<file path="src/rtl/router_fsm_pkg.sv">
// router_fsm_pkg: state encoding and address constants
// shared by router_fsm, synchronizer and register block.
package router_fsm_pkg;

  typedef logic [2:0] state_t;

  localparam state_t DECODE_ADDRESS     = 3'd0;
  localparam state_t LOAD_FIRST_DATA    = 3'd1;
  localparam state_t LOAD_DATA          = 3'd2;
  localparam state_t FIFO_FULL_STATE    = 3'd3;
  localparam state_t LOAD_AFTER_FULL    = 3'd4;
  localparam state_t LOAD_PARITY        = 3'd5;
  localparam state_t CHECK_PARITY_ERROR = 3'd6;
  localparam state_t WAIT_TILL_EMPTY    = 3'd7;

  localparam logic [1:0] ADDR_INVALID = 2'b11;

endpackage

</file>
<file path="src/rtl/router_fsm.sv">
// router_fsm: packet-reception sequencer for the 3-port
// router; header, payload and parity into the addressed FIFO.
module router_fsm
  import router_fsm_pkg::*;
(
  input  logic       clk,
  input  logic       rst,
  input  logic       pkt_valid,
  input  logic [1:0] data_in,
  input  logic       fifo_full,
  input  logic       fifo_empty_0,
  input  logic       fifo_empty_1,
  input  logic       fifo_empty_2,
  input  logic       soft_reset_0,
  input  logic       soft_reset_1,
  input  logic       soft_reset_2,
  input  logic       parity_done,
  input  logic       low_pkt_valid,
  output logic       det_addr,
  output logic       lfd_state,
  output logic       ld_state,
  output logic       full_state,
  output logic       laf_state,
  output logic       rst_int_reg,
  output logic       write_enb_reg,
  output logic       busy
);

  state_t     st, nxt;
  logic [1:0] addr_q;
  logic [3:0] emp;
  logic [3:0] srst;
  logic       sr_hit;
  logic       hdr_ok;

  // Pad to 4 bits so the invalid address reads as 0
  assign emp    = {1'b0, fifo_empty_2, fifo_empty_1, fifo_empty_0};
  assign srst   = {1'b0, soft_reset_2, soft_reset_1, soft_reset_0};
  assign sr_hit = srst[addr_q];
  assign hdr_ok = pkt_valid && (data_in != ADDR_INVALID);

  // State and latched destination address
  always_ff @(posedge clk) begin
    if (!rst) begin
      st     <= DECODE_ADDRESS;
      addr_q <= 2'd0;
    end else begin
      st <= nxt;
      if (st == DECODE_ADDRESS && hdr_ok)
        addr_q <= data_in;
    end
  end

  // Next state; an addressed soft reset overrides everything
  always_comb begin
    nxt = st;
    if (sr_hit) begin
      nxt = DECODE_ADDRESS;
    end else begin
      case (st)
        DECODE_ADDRESS:
          if (hdr_ok)
            nxt = emp[data_in] ? LOAD_FIRST_DATA
                               : WAIT_TILL_EMPTY;
        WAIT_TILL_EMPTY:
          if (emp[addr_q])
            nxt = LOAD_FIRST_DATA;
        LOAD_FIRST_DATA:
          nxt = LOAD_DATA;
        LOAD_DATA:
          if (fifo_full)
            nxt = FIFO_FULL_STATE;
          else if (!pkt_valid)
            nxt = LOAD_PARITY;
        FIFO_FULL_STATE:
          if (!fifo_full)
            nxt = LOAD_AFTER_FULL;
        LOAD_AFTER_FULL:
          if (parity_done)
            nxt = DECODE_ADDRESS;
          else if (low_pkt_valid)
            nxt = LOAD_PARITY;
          else
            nxt = LOAD_DATA;
        LOAD_PARITY:
          nxt = CHECK_PARITY_ERROR;
        CHECK_PARITY_ERROR:
          nxt = fifo_full ? FIFO_FULL_STATE
                          : DECODE_ADDRESS;
        default:
          nxt = DECODE_ADDRESS;
      endcase
    end
  end

  // Moore output decode from the state register only
  always_comb begin
    det_addr      = (st == DECODE_ADDRESS);
    lfd_state     = (st == LOAD_FIRST_DATA);
    ld_state      = (st == LOAD_DATA);
    full_state    = (st == FIFO_FULL_STATE);
    laf_state     = (st == LOAD_AFTER_FULL);
    rst_int_reg   = (st == CHECK_PARITY_ERROR);
    write_enb_reg = (st == LOAD_DATA)
                 || (st == LOAD_PARITY)
                 || (st == LOAD_AFTER_FULL);
    busy          = !((st == DECODE_ADDRESS)
                 || (st == LOAD_DATA));
  end

endmodule

</file>
<file path="config.mk">
export PLATFORM = sky130hd
export DESIGN_NAME = router_fsm
export DESIGN_NICKNAME = d
export VERILOG_FILES = /design/src/rtl/router_fsm_pkg.sv /design/src/rtl/router_fsm.sv
export SDC_FILE = /design/constraint.sdc
export NUM_CORES = 1
export LEC_CHECK = 0
export CORE_AREA = 3 3 40 42
export CTS_BUF_LIST = sky130_fd_sc_hd__clkbuf_16
export CTS_CLUSTER_DIAMETER = 150
export DETAILED_ROUTE_END_ITERATION = 16
export DIE_AREA = 0 0 43 45
export PLACE_DENSITY = 0.73
export SYNTH_ARGS = -nofsm -noshare
export SYNTH_HDL_FRONTEND = slang
export SYNTH_SLANG_ARGS = --single-unit
</file>
<file path="constraint.sdc">
create_clock -name clk -period 3.6 [get_ports clk]
set_input_delay 0.72 -clock clk [delete_from_list [all_inputs] [get_ports clk]]
set_output_delay 0.72 -clock clk [all_outputs]
set_load 0.01 [all_outputs]
</file>
# After elaboration in Yosys (flattened, before gate mapping)
# Index checks and enable logic that the tools add are counted.
# W data, S select, Z words.
# classes
order_cmp	2
eq_ne	12
n_mux	16
n_bitwise	1
n_reduce_logical	9
# op_table
cell	n
$mux W3	8
$pmux W3 S8	1
$eq A3 B3 Y1 const B	4
$bmux W1 S2	3
$eq A3 B2 Y1 const B	2
$lt A2 B3 Y1 const B	2
$ne A2 B2 Y1 const B	3
$reduce_and A4 Y1	1
$eq A3 B1 Y1 const B	1
$logic_not A3 Y1	1
$logic_or A1 B1 Y1	3
$mux W1	3
$ne A3 B3 Y1 const B	1
$logic_and A1 B1 Y1	2
$mux W2	1
$ne A2 B1 Y1 const B	1
$reduce_or A2 Y1	1
$logic_not A1 Y1	1
$not A1 Y1	1
# totals
register_bits	5
inputBits	14
out_inout_bits	8
word_cells	42

# Longest topological paths before layout
# Gate-level depths: netlist of run 1.
# logic_depth
depth_word	5
mapped_depth	5

# Least setup slack after synthesis of run 1
# No wires, ideal clock.
# synth_timing
path_kind	register to output
start	reg st[0]
end	out lfd_state
arrival_ps	915
required_ps	2880
slack_ps	1965
path_stages_with_launch	4
n_path_buf	1
cell_sequence	dfxtp_1 -> buf_2 -> inv_1 -> nor3_1
# synth_via
elab_chain_len	1
# synth_lines
element	line_no	rtl
start, declared	router_fsm.sv:29	state_t st, nxt;
start signal, assigned	router_fsm.sv:48	st <= nxt;
$eq A3 B1 Y1	router_fsm.sv:99	lfd_state = (st == LOAD_FIRST_DATA);
end, declared	router_fsm.sv:20	output logic lfd_state,
# No other way between the ends.

# Worst setup path after layout of run 1
# Same ends and word-level chain as after synthesis.

==> impl_metrics.env, run 1 <==
export IMPL_outcome="finished, final reports clean"
export IMPL_num_nets_final=96
export IMPL_grt_max_degree=15
export IMPL_p_leak_nw=0.285
export IMPL_yosys_register_bits=5
export IMPL_path_max_fanout=12
export IMPL_die_height_um=45
export IMPL_irDropWorstVdd_uv=484
export IMPL_finalNonFillerCells=96
export IMPL_via_per_inst=5.31
export IMPL_drive_gt1_frac=0.123
export IMPL_synth_edf_count=0
export IMPL_n_fill_cell=124
export IMPL_cts_tree="built"
export IMPL_place_ws_ps=1410
export IMPL_pwr_share_comb=0.284
export IMPL_cp_arrival_ps=1700
export IMPL_hp_class="reg -> reg"
export IMPL_grt_pass1_vias=474
export IMPL_cts_num_sinks=5
export IMPL_drt_iter0_markers=7
export IMPL_clk_path_buf_depth=2
export IMPL_cts_inserted_buffers=3
export IMPL_h_tree_depth=1
export IMPL_io_buffers=21
export IMPL_overflow=0
export IMPL_hold_buffers=0
export IMPL_rsz0062_at_grt="false"
export IMPL_p_seq_frac=0.212
export IMPL_synth_top_cell_by_area="dfxtp_1"
export IMPL_route_detailed_wl_per_inst_um=12.6
export IMPL_placed_cells=92
export IMPL_max_cap_violations=0
export IMPL_switching_share=0.268
export IMPL_die_w_um=43
export IMPL_slew_violations=0
export IMPL_drc=0
export IMPL_multiInputGateArea_sq_um=317
export IMPL_die_area_sq_mm=0.00194
export IMPL_end_kind="primary output"
export IMPL_fin_skew_ps=1.63
export IMPL_netlist_top_cells_count="8 x nor2_1, 5 x dfxtp_1, 5 x o21ai_0, 4 x nand2b_1"
export IMPL_clock_fmax_mhz=413
export IMPL_start_util=0.343
export IMPL_syn_avg_cell_area_sq_um=7.46
export IMPL_path_class="reg -> out"
export IMPL_grt_antenna_before_repair=0
export IMPL_final_seq_area_sq_um=100
export IMPL_worstMarginPinSlew_ps=395
export IMPL_async_flop_share=0
export IMPL_synthCells=59
export IMPL_yosysWarnings=0
export IMPL_synth_distinct_cells=29
export IMPL_core_area_sq_mm=0.00128
export IMPL_required_ps=2880
export IMPL_syn_area_sq_um=440
export IMPL_dr_pass1_iters=4
export IMPL_antenna_left=0
export IMPL_vias=510
export IMPL_synth_most_common_cell="nor2_1"
export IMPL_grt_usage=0.139
export IMPL_fin_util=0.571
export IMPL_start_kind="register"
export IMPL_grt_pass1_wl_um=1950
export IMPL_area_growth_pct=66.5
export IMPL_gp_congestion=0.844
export IMPL_synth_flop_cell="dfxtp_1"
export IMPL_finalHoldViolations=0
export IMPL_hpwl_um=875
export IMPL_pwr_share_clk=0.505
export IMPL_wl_um=1210
export IMPL_ios=22
export IMPL_clkTransAtPathRegs_ps=30
export IMPL_p_per_area_mw_per_mm2=497
export IMPL_slew_headroom=0.737
export IMPL_netlist_area_leader_share=0.227
export IMPL_setup_ws_ps=1180
export IMPL_cts_setup_buffers=0
export IMPL_clockRootBuffer="clkbuf_16"
export IMPL_p_int_mw=0.267
export IMPL_fin_crit_sh=0.673
export IMPL_synth_area_leaders="dfxtp_1 23%, mux2i_1 6.8%, nor2_1 6.8%"
export IMPL_cts_resized=0
export IMPL_worst_skew_pair_late_latency_ps=230
export IMPL_antenna_cells_inserted=0
export IMPL_tns_ps=0
export IMPL_p_sw_mw=0.0977
export IMPL_synth_fp_nets=73
export IMPL_yosysSeqAreaShare=0.227
export IMPL_finalSetupViolCount=0
export IMPL_rows=13
export IMPL_min_period_ps=2420
-- flip-flops by register name, indices dropped and copies added (netlist names) --
signal / cells
addr_q: 2
st: 3
-- area by class of cell --
| cell class | count | share of cell area |
|---|---|---|
| tap | 15 | 0.0256 |
| timing repair buffer | 21 | 0.287 |
| clock inverter | 1 | 0.00512 |
| multi-input combinational | 49 | 0.432 |
| clock buffer | 3 | 0.102 |
| sequential | 5 | 0.137 |
| inverter | 2 | 0.0119 |
-- stage by stage --
| stage | hold WS [ps] | instance area [sq um] | total power, mW |
|---|---|---|---|
| floorplan | 576 | 440 | 0.133 |
| global placement | 621 | 654 | 0.180 |
| detailed placement | 618 | 654 | 0.181 |
| CTS | 622 | 733 | 0.368 |
| global route | 636 | 733 | 0.386 |
| finish | 621 | 733 | 0.365 |
-- power groups by stage --
stage / clock network, mW / registers (mW) / logic, mW
2_1_floorplan: 0 / 0.0679 / 0.0653
3_3_place_gp: 0 / 0.0777 / 0.103
3_5_place_dp: 0 / 0.0780 / 0.103
4_1_cts: 0.187 / 0.0768 / 0.104
5_1_grt: 0.193 / 0.0789 / 0.115
6_report: 0.184 / 0.0771 / 0.103
-- layout by cell type (no fill, tap or decap), drive strengths merged, types with 2 or more instances in the layout --
cell           instances
a21o                   2
a21oi                  3
clkbuf                 3
clkdlybuf4s50         21
dfxtp                  5
inv                    2
mux2i                  3
nand2                  4
nand2b                 4
nand3b                 2
nor2                   8
nor2b                  2
o21ai                  6
o221a                  2
-- final timing paths --
path,from,end,slack (ps),cells after the start
hold / removal,addr_q[1]$_SDFFE_PN0P_,addr_q[1]$_SDFFE_PN0P_,620,1
hold reg to reg,addr_q[1]$_SDFFE_PN0P_,addr_q[1]$_SDFFE_PN0P_,620,1
setup / recovery,st[0]$_SDFFE_PP0P_,lfd_state,1180,3
setup reg to reg,st[1]$_SDFFE_PP0P_,addr_q[0]$_SDFFE_PN0P_,2240,4
-- cell families (layout without fill, tap and decap cells) --
family,after synthesis,after routing,synth area share
AND/OR/NAND/NOR,25,25,0.310
multiplexers,3,3,0.0682
flip-flops,5,5,0.227
buffers and inverters,5,27,0.0539
AO/OA/AOI/OAI,21,21,0.341
-- routing by layer --
metal	vias up	GRT usage	wire length (um)
met5	-	0	0
met4	0	0.102	19
met3	2	0.0558	97
met2	20	0.213	552
met1	228	0.157	538
li1	260	-	-
-- worst max-delay path: stages, from the launching register on --
cell and delay [ps]:
dfxtp_1 520, inv_1 180, nor3_1 200, clkdlybuf4s50_1 570
Note: power is estimated with default switching activity, not from simulation.
==> run 2: changes to the inputs <==
--- a/config.mk
+++ b/config.mk
@@ -10,7 +10,7 @@
 export CTS_CLUSTER_DIAMETER = 150
 export DETAILED_ROUTE_END_ITERATION = 16
 export DIE_AREA = 0 0 43 45
-export PLACE_DENSITY = 0.73
+export PLACE_DENSITY = 0.76
 export SYNTH_ARGS = -nofsm -noshare
 export SYNTH_HDL_FRONTEND = slang
 export SYNTH_SLANG_ARGS = --single-unit
==> constraint.sdc (replaced) <==
create_clock -name clk -period 2.2 [get_ports clk]
set_input_delay 0.44 -clock clk [delete_from_list [all_inputs] [get_ports clk]]
set_output_delay 0.44 -clock clk [all_outputs]
set_load 0.01 [all_outputs]
==> impl_metrics.env, run 2 (synthesis gave the netlist of run 1 again) <==
export IMPL_finalSetupViolCount=0
export IMPL_path_max_fanout=11
export IMPL_worst_skew_pair_late_latency_ps=230
export IMPL_slew_violations=0
export IMPL_path_class="reg -> out"
export IMPL_area_growth_pct=68.5
export IMPL_pwr_share_comb=0.294
export IMPL_cts_inserted_buffers=3
export IMPL_wl_um=1280
export IMPL_outcome="finished, final reports clean"
export IMPL_end_kind="primary output"
export IMPL_clockRootBuffer="clkbuf_16"
export IMPL_slew_headroom=0.771
export IMPL_p_sw_mw=0.157
export IMPL_fin_crit_sh=0.953
export IMPL_largestRegisters="st (3), addr_q (2)"
export IMPL_p_int_mw=0.439
export IMPL_hpwl_um=914
export IMPL_grt_pass1_wl_um=2070
export IMPL_dr_pass1_iters=4
export IMPL_place_ws_ps=322
export IMPL_cts_setup_buffers=0
export IMPL_start_util=0.343
export IMPL_die_area_sq_mm=0.00194
export IMPL_tns_ps=0
export IMPL_route_detailed_wl_per_inst_um=13.2
export IMPL_irDropWorstVdd_uv=455
export IMPL_io_buffers=21
export IMPL_start_kind="register"
export IMPL_max_cap_violations=0
export IMPL_p_per_area_mw_per_mm2=804
export IMPL_top_register="st"
export IMPL_via_per_inst=5.43
export IMPL_die_height_um=45
export IMPL_cts_num_sinks=5
export IMPL_p_seq_frac=0.209
export IMPL_finalHoldViolations=0
export IMPL_final_cell_mix="21 x clkdlybuf4s50_1, 8 x nor2_1, 5 x o21ai_0"
export IMPL_rsz0062_at_grt="false"
export IMPL_grt_antenna_before_repair=0
export IMPL_ios=22
export IMPL_fin_skew_ps=2.08
export IMPL_setup_ws_ps=104
export IMPL_worstMarginPinSlew_ps=344
export IMPL_num_nets_final=97
export IMPL_drc=0
export IMPL_required_ps=1760
export IMPL_cts_tree="built"
export IMPL_cp_arrival_ps=1660
export IMPL_drive_gt1_frac=0.146
export IMPL_antenna_cells_inserted=0
export IMPL_switching_share=0.264
export IMPL_vias=527
export IMPL_grt_usage=0.145
export IMPL_h_tree_depth=1
export IMPL_hp_class="reg -> reg"
export IMPL_min_period_ps=2100
export IMPL_rows=13
export IMPL_grt_max_degree=13
export IMPL_largest_reg_flops=3
export IMPL_core_area_sq_mm=0.00128
export IMPL_die_w_um=43
export IMPL_p_leak_nw=0.291
export IMPL_grt_pass1_vias=463
export IMPL_drt_iter0_markers=26
export IMPL_antenna_left=0
export IMPL_layout_commonest_cell="clkdlybuf4s50_1"
export IMPL_clk_path_buf_depth=2
export IMPL_gp_congestion=0.871
export IMPL_clkTransAtPathRegs_ps=30
export IMPL_overflow=0
export IMPL_hold_buffers=0
export IMPL_clock_fmax_mhz=477
export IMPL_pwr_share_clk=0.497
[run 2: final cells by class]
| class | instances | area, sq um |
|---|---|---|
| fill | 124 | 543 |
| multi-input combinational | 49 | 317 |
| timing repair buffer | 22 | 218 |
| sequential | 5 | 101 |
| clock buffer | 3 | 75.1 |
| tap | 15 | 18.8 |
| inverter | 2 | 8.76 |
| clock inverter | 1 | 3.75 |
[run 2: timing repair]
item                                    CTS  global route
gates resized for setup                   0             1
hold endpoints to repair                  0             0
endpoints found under the setup margin    0             1
[run 2: worst paths after layout]
path,from,end,slack (ps),cells after the start
min,addr_q[1]$_SDFFE_PN0P_,addr_q[1]$_SDFFE_PN0P_,630,1
max,st[1]$_SDFFE_PP0P_,write_enb_reg,100,3
min reg2reg,addr_q[1]$_SDFFE_PN0P_,addr_q[1]$_SDFFE_PN0P_,630,1
max reg2reg,st[1]$_SDFFE_PP0P_,addr_q[0]$_SDFFE_PN0P_,850,4
[run 2: metrics by stage]
stage | instance area [sq um] | util | power, mW | cells | hold WS, ps
floorplan | 440 | - | 0.218 | 59 | 576
global placement | 662 | 0.515 | 0.297 | 93 | 619
detailed placement | 662 | 0.515 | 0.300 | 93 | 625
CTS | 741 | 0.576 | 0.601 | 97 | 629
global route | 742 | 0.577 | 0.627 | 97 | 639
finish | 742 | 0.577 | 0.597 | 97 | 629
[run 2: layer usage]
metal	up-vias	GRT usage	part of all wire
li1	260	-	-
met1	244	0.173	0.43
met2	21	0.228	0.48
met3	2	0.0558	0.078
met4	0	0.0723	0.013
met5	-	0	0
[run 2: critical path, stage by stage, from the launching register on]
cell	delay (ps)
dfxtp_1	510
nand2b_1	180
o21ai_0	170
clkdlybuf4s50_1	560
[run 2: power groups by stage]
stage          logic, mW  clock network, mW  registers, mW
2_1_floorplan      0.107                  0          0.111
3_3_place_gp       0.173                  0          0.124
3_5_place_dp       0.175                  0          0.125
4_1_cts            0.176              0.301          0.124
5_1_grt            0.191              0.308          0.127
6_report           0.175              0.297          0.125
==> run 3: changes to the inputs <==
--- a/config.mk
+++ b/config.mk
@@ -5,6 +5,7 @@
 export SDC_FILE = /design/constraint.sdc
 export NUM_CORES = 1
 export LEC_CHECK = 0
+export CAP_MARGIN = 10
 export CORE_AREA = 3 3 40 42
 export CTS_BUF_LIST = sky130_fd_sc_hd__clkbuf_16
 export CTS_CLUSTER_DIAMETER = 150
==> results of run 3 <==
No change in the layout: final DEF, timing and power equal those of run 2.
